`config.mk`:
```
export PLATFORM = sky130hd
export DESIGN_NAME = dsp_share_sched
export DESIGN_NICKNAME = d
export VERILOG_FILES = /design/src/rtl/dsp_share_sched_pkg.sv /design/src/rtl/dsp_share_sched_rr_arbiter.sv /design/src/rtl/dsp_share_sched.sv
export SDC_FILE = /design/constraint.sdc
export NUM_CORES = 1
export LEC_CHECK = 0
export BUFFER_PORTS_ARGS = -buffer_cell sky130_fd_sc_hd__buf_2
export CAP_MARGIN = 5
export CORE_AREA = 2 2 187 189
export DETAILED_ROUTE_END_ITERATION = 7
export DIE_AREA = 0 0 189 191
export GPL_ROUTABILITY_DRIVEN = 0
export PLACE_DENSITY = 0.44
export SLEW_MARGIN = 20
export SYNTH_ARGS = -nofsm -noshare
export SYNTH_HDL_FRONTEND = slang
export SYNTH_SLANG_ARGS = --single-unit
```
`constraint.sdc`:
```
create_clock -name clk -period 6.6 [get_ports clk]
set_input_delay 0 -clock clk [delete_from_list [all_inputs] [get_ports clk]]
set_output_delay 0 -clock clk [all_outputs]
set_load 0.01 [all_outputs]
```
`src/rtl/dsp_share_sched_pkg.sv`:
```
// Shared constants and helpers for the DSP-sharing scheduler.
// Stage indices map the block's stage valids onto DSP stages s0..s3.
package dsp_share_sched_pkg;

  localparam int STAGES = 4;

  localparam int STG_S0 = 0;
  localparam int STG_S1 = 1;
  localparam int STG_S2 = 2;
  localparam int STG_S3 = 3;

  typedef logic [STAGES-1:0] stage_vec_t;

  function automatic int clog2(input int v);
    int r;
    r = 0;
    for (int i = 0; i < 31; i++) begin
      if ((1 << i) < v) r = i + 1;
    end
    return r;
  endfunction

endpackage

```
`src/rtl/dsp_share_sched_rr_arbiter.sv`:
```
// Round-robin arbiter: one-hot grant searching upward from ptr with wrap.
// The pointer moves past the winner only when the grant is accepted.
module rr_arbiter #(
  parameter int N  = 4,
  parameter int IW = 2
) (
  input  logic          clk,
  input  logic          rst_n,
  input  logic [N-1:0]  req,
  input  logic          accept,
  output logic [N-1:0]  grant,
  output logic [IW-1:0] grant_idx
);

  logic [IW-1:0] ptr_q, ptr_d;
  logic [N-1:0]  hi;

  always_comb begin
    hi = '0;
    for (int i = 0; i < N; i++) begin
      hi[i] = req[i] && (i >= int'(ptr_q));
    end
  end

  // Lowest request overall is the wrap-around fallback;
  // lowest request at/above ptr overrides it.
  always_comb begin
    grant     = '0;
    grant_idx = '0;
    for (int i = N - 1; i >= 0; i--) begin
      if (req[i]) begin
        grant     = '0;
        grant[i]  = 1'b1;
        grant_idx = IW'(i);
      end
    end
    for (int i = N - 1; i >= 0; i--) begin
      if (hi[i]) begin
        grant     = '0;
        grant[i]  = 1'b1;
        grant_idx = IW'(i);
      end
    end
  end

  always_comb begin
    ptr_d = ptr_q;
    if (accept) begin
      if (int'(grant_idx) == N - 1) ptr_d = '0;
      else ptr_d = grant_idx + 1'b1;
    end
  end

  always_ff @(posedge clk or negedge rst_n) begin
    if (!rst_n) ptr_q <= '0;
    else ptr_q <= ptr_d;
  end

endmodule

```
`src/rtl/dsp_share_sched.sv`:
```
// Shares one (a+d)*b+c DSP among requesters: arbitration, operand
// muxing, per-stage clock enables, ID tracking and result handshake.
module dsp_share_sched
  import dsp_share_sched_pkg::*;
#(
  parameter int req_n            = 4,
  parameter int id_width         = 2,
  parameter int op_a_width       = 16,
  parameter int op_b_width       = 16,
  parameter int op_c_width       = 32,
  parameter int op_d_width       = 16,
  parameter int output_width     = 32,
  parameter int simulation_delay = 1
) (
  input  logic                          clk,
  input  logic                          rst_n,
  input  logic [req_n-1:0]              s_valid,
  output logic [req_n-1:0]              s_ready,
  input  logic [req_n*op_a_width-1:0]   s_op_a,
  input  logic [req_n*op_b_width-1:0]   s_op_b,
  input  logic [req_n*op_c_width-1:0]   s_op_c,
  input  logic [req_n*op_d_width-1:0]   s_op_d,
  output logic [op_a_width-1:0]         dsp_op_a,
  output logic [op_b_width-1:0]         dsp_op_b,
  output logic [op_d_width-1:0]         dsp_op_d,
  output logic [op_c_width-1:0]         dsp_op_c,
  output logic                          dsp_ce_s0,
  output logic                          dsp_ce_s1,
  output logic                          dsp_ce_s2,
  output logic                          dsp_ce_s3,
  input  logic [output_width-1:0]       dsp_res,
  input  logic                          dsp_pd,
  output logic                          m_valid,
  input  logic                          m_ready,
  output logic [output_width-1:0]       m_res,
  output logic                          m_pd,
  output logic [id_width-1:0]           m_id,
  output logic                          busy
);

  if (id_width < clog2(req_n) || req_n < 2 || req_n > 8 ||
      simulation_delay < 0) begin : g_cfg_err
    $error("dsp_share_sched: invalid parameter set");
  end

  stage_vec_t          v_q, v_d;
  logic                mv1, mv2, mv3, mv4, free1;
  logic [req_n-1:0]    grant;
  logic [id_width-1:0] gidx;
  logic [id_width-1:0] tag_q [STAGES];
  logic [op_c_width-1:0] c_sel, c1_q, c2_q;

  rr_arbiter #(
    .N  (req_n),
    .IW (id_width)
  ) u_arb (
    .clk       (clk),
    .rst_n     (rst_n),
    .req       (s_valid),
    .accept    (mv1),
    .grant     (grant),
    .grant_idx (gidx)
  );

  // Reset gates free1 so no CE or s_ready fires while rst_n is low.
  always_comb begin
    mv4   = v_q[STG_S3 - 1] & (~v_q[STG_S3] | m_ready);
    mv3   = v_q[STG_S1] & (~v_q[STG_S2] | mv4);
    mv2   = v_q[STG_S0] & (~v_q[STG_S1] | mv3);
    free1 = rst_n & (~v_q[STG_S0] | mv2);
    mv1   = (|(s_valid & grant)) & free1;
  end

  always_comb begin
    v_d         = v_q;
    v_d[STG_S0] = mv1 | (v_q[STG_S0] & ~mv2);
    v_d[STG_S1] = mv2 | (v_q[STG_S1] & ~mv3);
    v_d[STG_S2] = mv3 | (v_q[STG_S2] & ~mv4);
    v_d[STG_S3] = mv4 | (v_q[STG_S3] & ~m_ready);
  end

  always_ff @(posedge clk or negedge rst_n) begin
    if (!rst_n) begin
      v_q <= '0;
      for (int k = 0; k < STAGES; k++) tag_q[k] <= '0;
    end else begin
      v_q <= v_d;
      if (mv1) tag_q[STG_S0] <= gidx;
      if (mv2) tag_q[STG_S1] <= tag_q[STG_S0];
      if (mv3) tag_q[STG_S2] <= tag_q[STG_S1];
      if (mv4) tag_q[STG_S3] <= tag_q[STG_S2];
    end
  end

  always_comb begin
    dsp_op_a = '0;
    dsp_op_b = '0;
    dsp_op_d = '0;
    c_sel    = '0;
    for (int i = 0; i < req_n; i++) begin
      if (gidx == id_width'(i)) begin
        dsp_op_a = s_op_a[i*op_a_width +: op_a_width];
        dsp_op_b = s_op_b[i*op_b_width +: op_b_width];
        dsp_op_d = s_op_d[i*op_d_width +: op_d_width];
        c_sel    = s_op_c[i*op_c_width +: op_c_width];
      end
    end
  end

  // C rides two local registers so it lands with the multiplier stage.
  always_ff @(posedge clk) begin
    if (mv1) c1_q <= c_sel;
    if (mv2) c2_q <= c1_q;
  end

  assign dsp_op_c  = c2_q;
  assign dsp_ce_s0 = mv1;
  assign dsp_ce_s1 = mv2;
  assign dsp_ce_s2 = mv3;
  assign dsp_ce_s3 = mv4;
  assign s_ready   = grant & {req_n{free1}};
  assign m_valid   = v_q[STG_S3];
  assign m_id      = tag_q[STG_S3];
  assign m_res     = dsp_res;
  assign m_pd      = dsp_pd;
  assign busy      = |v_q;

endmodule

```
== Word-level counts from Yosys, hierarchy flattened ==
Cells that the tools add are included.
Storage, ports and cells
  flip-flop bits (word level): 78
  input bits: 360
  output and inout bits: 125
  logic and storage cells: 80
Cells by class
  add/subtract/negate cells: 1
  magnitude comparators: 3
  equal/unequal tests: 4
  mux-type cells: 31
  bitwise gates (word level): 27
  reductions and logical operators: 6
Operators with widths (number)
  two-way mux 16 bit: 12
  two-way mux 32 bit: 4
  two-way mux 2 bit: 8
  two-way mux 4 bit: 4
  AND 1 bit: 9
  two-way mux 3 bit: 3
  AND 4 bit: 2
  inverter 1 bit: 8
  OR 1 bit: 8
  OR reduction 4 bit: 2
  equality test 2 x 1 -> 1 bit (second input constant): 2
  equality test 2 bit (second input constant): 2
  >= comparator 1 x 2 -> 1 bit (first input constant): 2
  logical AND 1 bit: 3
  adder 2 x 1 -> 2 bit (second input constant): 1
  >= comparator 2 bit (first input constant): 1
  zero test 2 bit: 1

== Depth between registers and ports, before layout ==
  word-level depth: 12
  mapped depth: 13
  depth with buffers taken out: 9

== Modules after synthesis ==
From an unflattened synthesis, not the netlist that was laid out.
Unflattened totals
  cells, all modules: 279
  area, all modules: 4944.7 µm²
Modules (own cells, without submodules)
  dsp_share_sched: instances 1, cells each 241, area an instance 4655.7 µm², seq. area each 2222.1 µm²
  rr_arbiter: instances 1, cells each 38, area an instance 289.0 µm², seq. area each 50.0 µm²

== Worst setup path before layout ==
No wires, ideal clock.
  path type: register to register
  start point: reg u_arb.ptr_q[1]
  end point: reg c1_q[10], data pin
  setup time: 0.268 ns
  arrival: 2.083 ns
  data required time: 6.332 ns
  slack: 4.249 ns
  cell stages (with the launch flop): 12
  buffers on the path: 3
  period minus slack after synthesis: 2.351 ns
  cell sequence: dfrtp_1 -> buf_2 -> mux2i_1 -> o22ai_1 -> a31oi_1 -> inv_1 -> ha_1 -> nor2b_2 -> buf_4 -> buf_2 -> a221oi_1 -> o31ai_1
On the way
  cells in the longest elaborated chain, start to end: 10
  elaborated cells on any way between the ends: 17
  classes of those cells: 3 x order compare; 3 x eq/ne; 7 x mux; 4 x reduce/logical
RTL lines
  start, declared: line dsp_share_sched_rr_arbiter.sv:15  | logic [IW-1:0] ptr_q, ptr_d;
  start signal, assigned: line dsp_share_sched_rr_arbiter.sv:56  | else ptr_q <= ptr_d;
  >= comparator 2 bit: line dsp_share_sched_rr_arbiter.sv:21  | hi[i] = req[i] && (i >= int'(ptr_q));
  logical AND 1 bit: line dsp_share_sched_rr_arbiter.sv:21
  two-way mux 2 bit (2 in a row): line dsp_share_sched_rr_arbiter.sv:38  | if (hi[i]) begin
  two-way mux 2 bit (*): line dsp_share_sched_rr_arbiter.sv:38
  net gidx[0]: line dsp_share_sched.sv:49  | logic [id_width-1:0] gidx;
  zero test 2 bit: line dsp_share_sched.sv:101  | if (gidx == id_width'(i)) begin
  two-way mux 32 bit (3 in a row): line dsp_share_sched.sv:101
  two-way mux 32 bit (*): line dsp_share_sched.sv:101
  net c_sel[10]: line dsp_share_sched.sv:51  | logic [op_c_width-1:0] c_sel, c1_q, c2_q;
  end signal, assigned: line dsp_share_sched.sv:112  | if (mv1) c1_q <= c_sel;
  end, declared: line dsp_share_sched.sv:51
Mark *: on every way through the listed nets, which the timed path passes. The rest lies on a longest branch.
A chain may end at the register's enable or synchronous reset.

== Worst setup path after layout ==
  start point: reg u_arb.ptr_q[1]
  end point: out dsp_op_a[12]
On the way
  cells in the longest elaborated chain, start to end: 10
  elaborated cells on any way between the ends: 17
  classes of those cells: 3 x order compare; 3 x eq/ne; 7 x mux; 4 x reduce/logical
RTL lines
  >= comparator 2 bit: line dsp_share_sched_rr_arbiter.sv:21
  logical AND 1 bit: line dsp_share_sched_rr_arbiter.sv:21
  two-way mux 2 bit (2 in a row): line dsp_share_sched_rr_arbiter.sv:38
  two-way mux 2 bit (*): line dsp_share_sched_rr_arbiter.sv:38
  net gidx[0]: line dsp_share_sched.sv:49
  zero test 2 bit: line dsp_share_sched.sv:101
  two-way mux 16 bit (3 in a row): line dsp_share_sched.sv:101
  two-way mux 16 bit (*): line dsp_share_sched.sv:101
  end, declared: line dsp_share_sched.sv:23  | output logic [op_a_width-1:0] dsp_op_a,
Marked as above.

==> flow_summary.ini <==
[route]
wl_per_cell_um = 16.9
via_per_inst = 4.26
postRouteWirelength_mm = 23.6
drt_iter0_markers = 314
postRouteAntennaNets = 0
drc = 0
drtPass1Iterations = 6
num_vias = 5952

[critical_path]
path_class = register to output pin
rr_worst_depth = 6
cp.depth = 8
required_ns = 6.60
cp-end-kind = output pin
cpPeakStageDelay_ns = 0.78
cpMaxStageDelayCell = buf_4
crit_arrival_ns = 3.93
path_buf_inv = 2
cp_top_family = buffers and inverters
worstSetupStartpointType = register
path_cells = mux2i_1, o22ai_1, a31oi_1, ha_4, buf_4, nand2_1, o31ai_1, buf_2
crit_fanout = 81

[clock_network]
worst_setup_hold_path_clk_slew_ns = 0.06
cts-htree-levels = 3
clk_path_buf_depth = 2
postCtsSetupRepairBufs = 0
clk_latency_ns = 0.33
tritoncts = done
numCtsBuffers = 9
root_buffer = clkbuf_16
cts_sinks = 78
cts_resized = 0

[layout]
area.growth.synth_to_final_pct = 53.4
final_cells = 1396
drive_gt1_frac = 0.485
fin_nets = 1299
fillers = 3758

[power_and_ir_drop]
comb_power_share = 0.531
netSwitchingFraction = 0.404
p_clk_frac = 0.186
internal_power_mw = 1.63
p_sw_mw = 1.10
cellPowerDensity_nw_per_um2 = 331
ir_drop_uv = 162
seqPwrFrac = 0.283
leakagePower_nw = 3.56

[floorplan]
io_pins = 485
die_area_um2 = 36100
die_y_um = 191
initial_utilization = 0.158
num_rows = 68
die_w_um = 189
core_um2 = 34100

[timing]
finalHoldWorstSlack_ns = 0.00000392
skew_ns = 0.00875
fin_crit_ns = 3.93
tightestPinTransition_ns = 0.893
setup_tns_ns = 0
drv_slew = 0
maxSlewHeadroom = 0.405
hold_viol = 0
setup_viol = 0
fmax_mhz = 255
fin_crit_sh = 0.595
finalWorstSetupSlack_ns = 2.67
grt_setup_unrepaired = no

[grt]
grt_first_pass_wirelength_mm = 33.6
grt_pass1_vias = 5791
grt_overflow = 0
grt_max_degree = 86
antenna_found_initial = 1
grt_usage = 0.120

[logic_synthesis]
synth_seq_cells = 78
synthCells = 560
yosys_warnings = 0
syn_nets = 924
ys.flop_type = edfxtp_1
syn_area_um2 = 5380
synth.distinct_cells = 33
synth_edf_count = 64
yosysSeqAreaShare = 0.422
async_flop_share = 0.179
syn_area_per_cell_um2 = 9.61

[place]
dp_cells = 1347
dp_hpwl_mm = 18.3
io_buffers = 418
dp_slack_ns = 3.01

[hold_path]
hold_depth = 0
hp-class = primary input to output pin

[status]
outcome = finished clean

[job]
cap_viol_max_count = 0
## cells in the final DEF (no fill, tap or decap), types with 3 or more instances in the layout
cell type      Yosys  routed
o31ai_1           79      79
a21oi_1           10      10
ha_4               0       3
buf_4             39       5
inv_1              9       9
nor2_1             6       6
nor2b_1           81      81
edfxtp_1          64      64
a221oi_1          79      79
dlygate4sd3_1      0      31
o21ai_0            7       7
clkbuf_16          0       9
dfrtp_1           14      14
buf_2             21     418
mux2_2             6       6
nand2_1           87      87
## worst paths after layout
check	start	to	slack [ns]
setup / recovery	u_arb.ptr_q[1]	dsp_op_a[12]	2.67
hold / removal	dsp_res[28]	m_res[28]	0.000004
setup reg to reg	u_arb.ptr_q[1]	c1_q[1]	3.01
hold reg to reg	c1_q[18]	dsp_op_c[18]	0.41
max in group asynchronous	rst_n	tag_q[6]	6.21
min in group asynchronous	rst_n	v_q[3]	0.12
## worst reg2reg max path, delay by kind of cell (launching register included)
family                   cells  cell delay (ns)
adder cells (fa/ha/maj)      1             0.77
AO/OA/AOI/OAI                3             0.91
multiplexers                 1             0.23
buffers and inverters        1             0.89
flip-flops                   1             0.51
## metal layers
metal,GRT usage,vias to the layer above,wire length [um]
met5,0,-,0
met3,0.0163,35,1270
met2,0.213,256,11900
met4,0.0358,0,451
met1,0.151,2809,9950
li1,-,2852,-
## state kept, by name, summed over array words and instances, names as in the netlist
register	flops
u_arb.ptr_q	2
m_id	2
v_q	4
tag_q	6
dsp_op_c	32
c1_q	32
## cell usage after synthesis, types with 4 or more instances
cell | n | share of area
nor2_1 | 6 | 0.0042
buf_2 | 21 | 0.020
inv_1 | 9 | 0.0063
nor2b_1 | 81 | 0.094
edfxtp_1 | 64 | 0.36
mux2_2 | 6 | 0.013
buf_4 | 39 | 0.054
o21ai_0 | 7 | 0.0065
clkbuf_1 | 30 | 0.021
o31ai_1 | 79 | 0.11
a21oi_1 | 10 | 0.0093
nand2_1 | 87 | 0.061
a221oi_1 | 79 | 0.13
dfrtp_1 | 14 | 0.065
ha_1 | 4 | 0.0093
## per-stage QoR
step                      utilization  cell area, um^2  power (mW)
after CTS                       0.241             8230        2.78
after global placement          0.223             7610        2.23
after global routing            0.242             8260        2.94
after detailed placement        0.223             7610        2.24
after floorplan                     -             5380        1.69
final                           0.242             8260        2.73
## power groups by stage
stage / logic (mW) / registers (mW) / clock network [mW]
5_1_grt: 1.60 / 0.790 / 0.550
3_5_place_dp: 1.45 / 0.785 / 0
6_report: 1.45 / 0.773 / 0.507
2_1_floorplan: 0.899 / 0.789 / 0
3_3_place_gp: 1.45 / 0.779 / 0
4_1_cts: 1.47 / 0.775 / 0.527
## final cells by class
class,count,area [um^2],share of cell area
Sequential cell,78,2270,0.275
Inverter,9,33.8,0.00409
Tap cell,455,569,0.0689
Clock inverter,7,86.3,0.0105
Antenna cell,1,2.50,0.000303
Multi-Input combinational cell,381,2590,0.313
Clock buffer,9,225,0.0273
Timing Repair Buffer,456,2480,0.300
## cells by family after synthesis
logic type | Yosys count | synth area share
and+or+nand+nor | 185 | 0.177
AOI/OAI and AO/OA | 183 | 0.268
buffers and inverters | 101 | 0.105
DFF | 78 | 0.422
muxes | 9 | 0.0186
adders and majority gates | 4 | 0.00930
## repair_timing
item	4_1_cts	5_1_grt
setup endpoints to repair	0	0
hold endpoints to repair	44	0
hold buffers	31	0
Note: power is estimated with default switching activity, not from simulation.
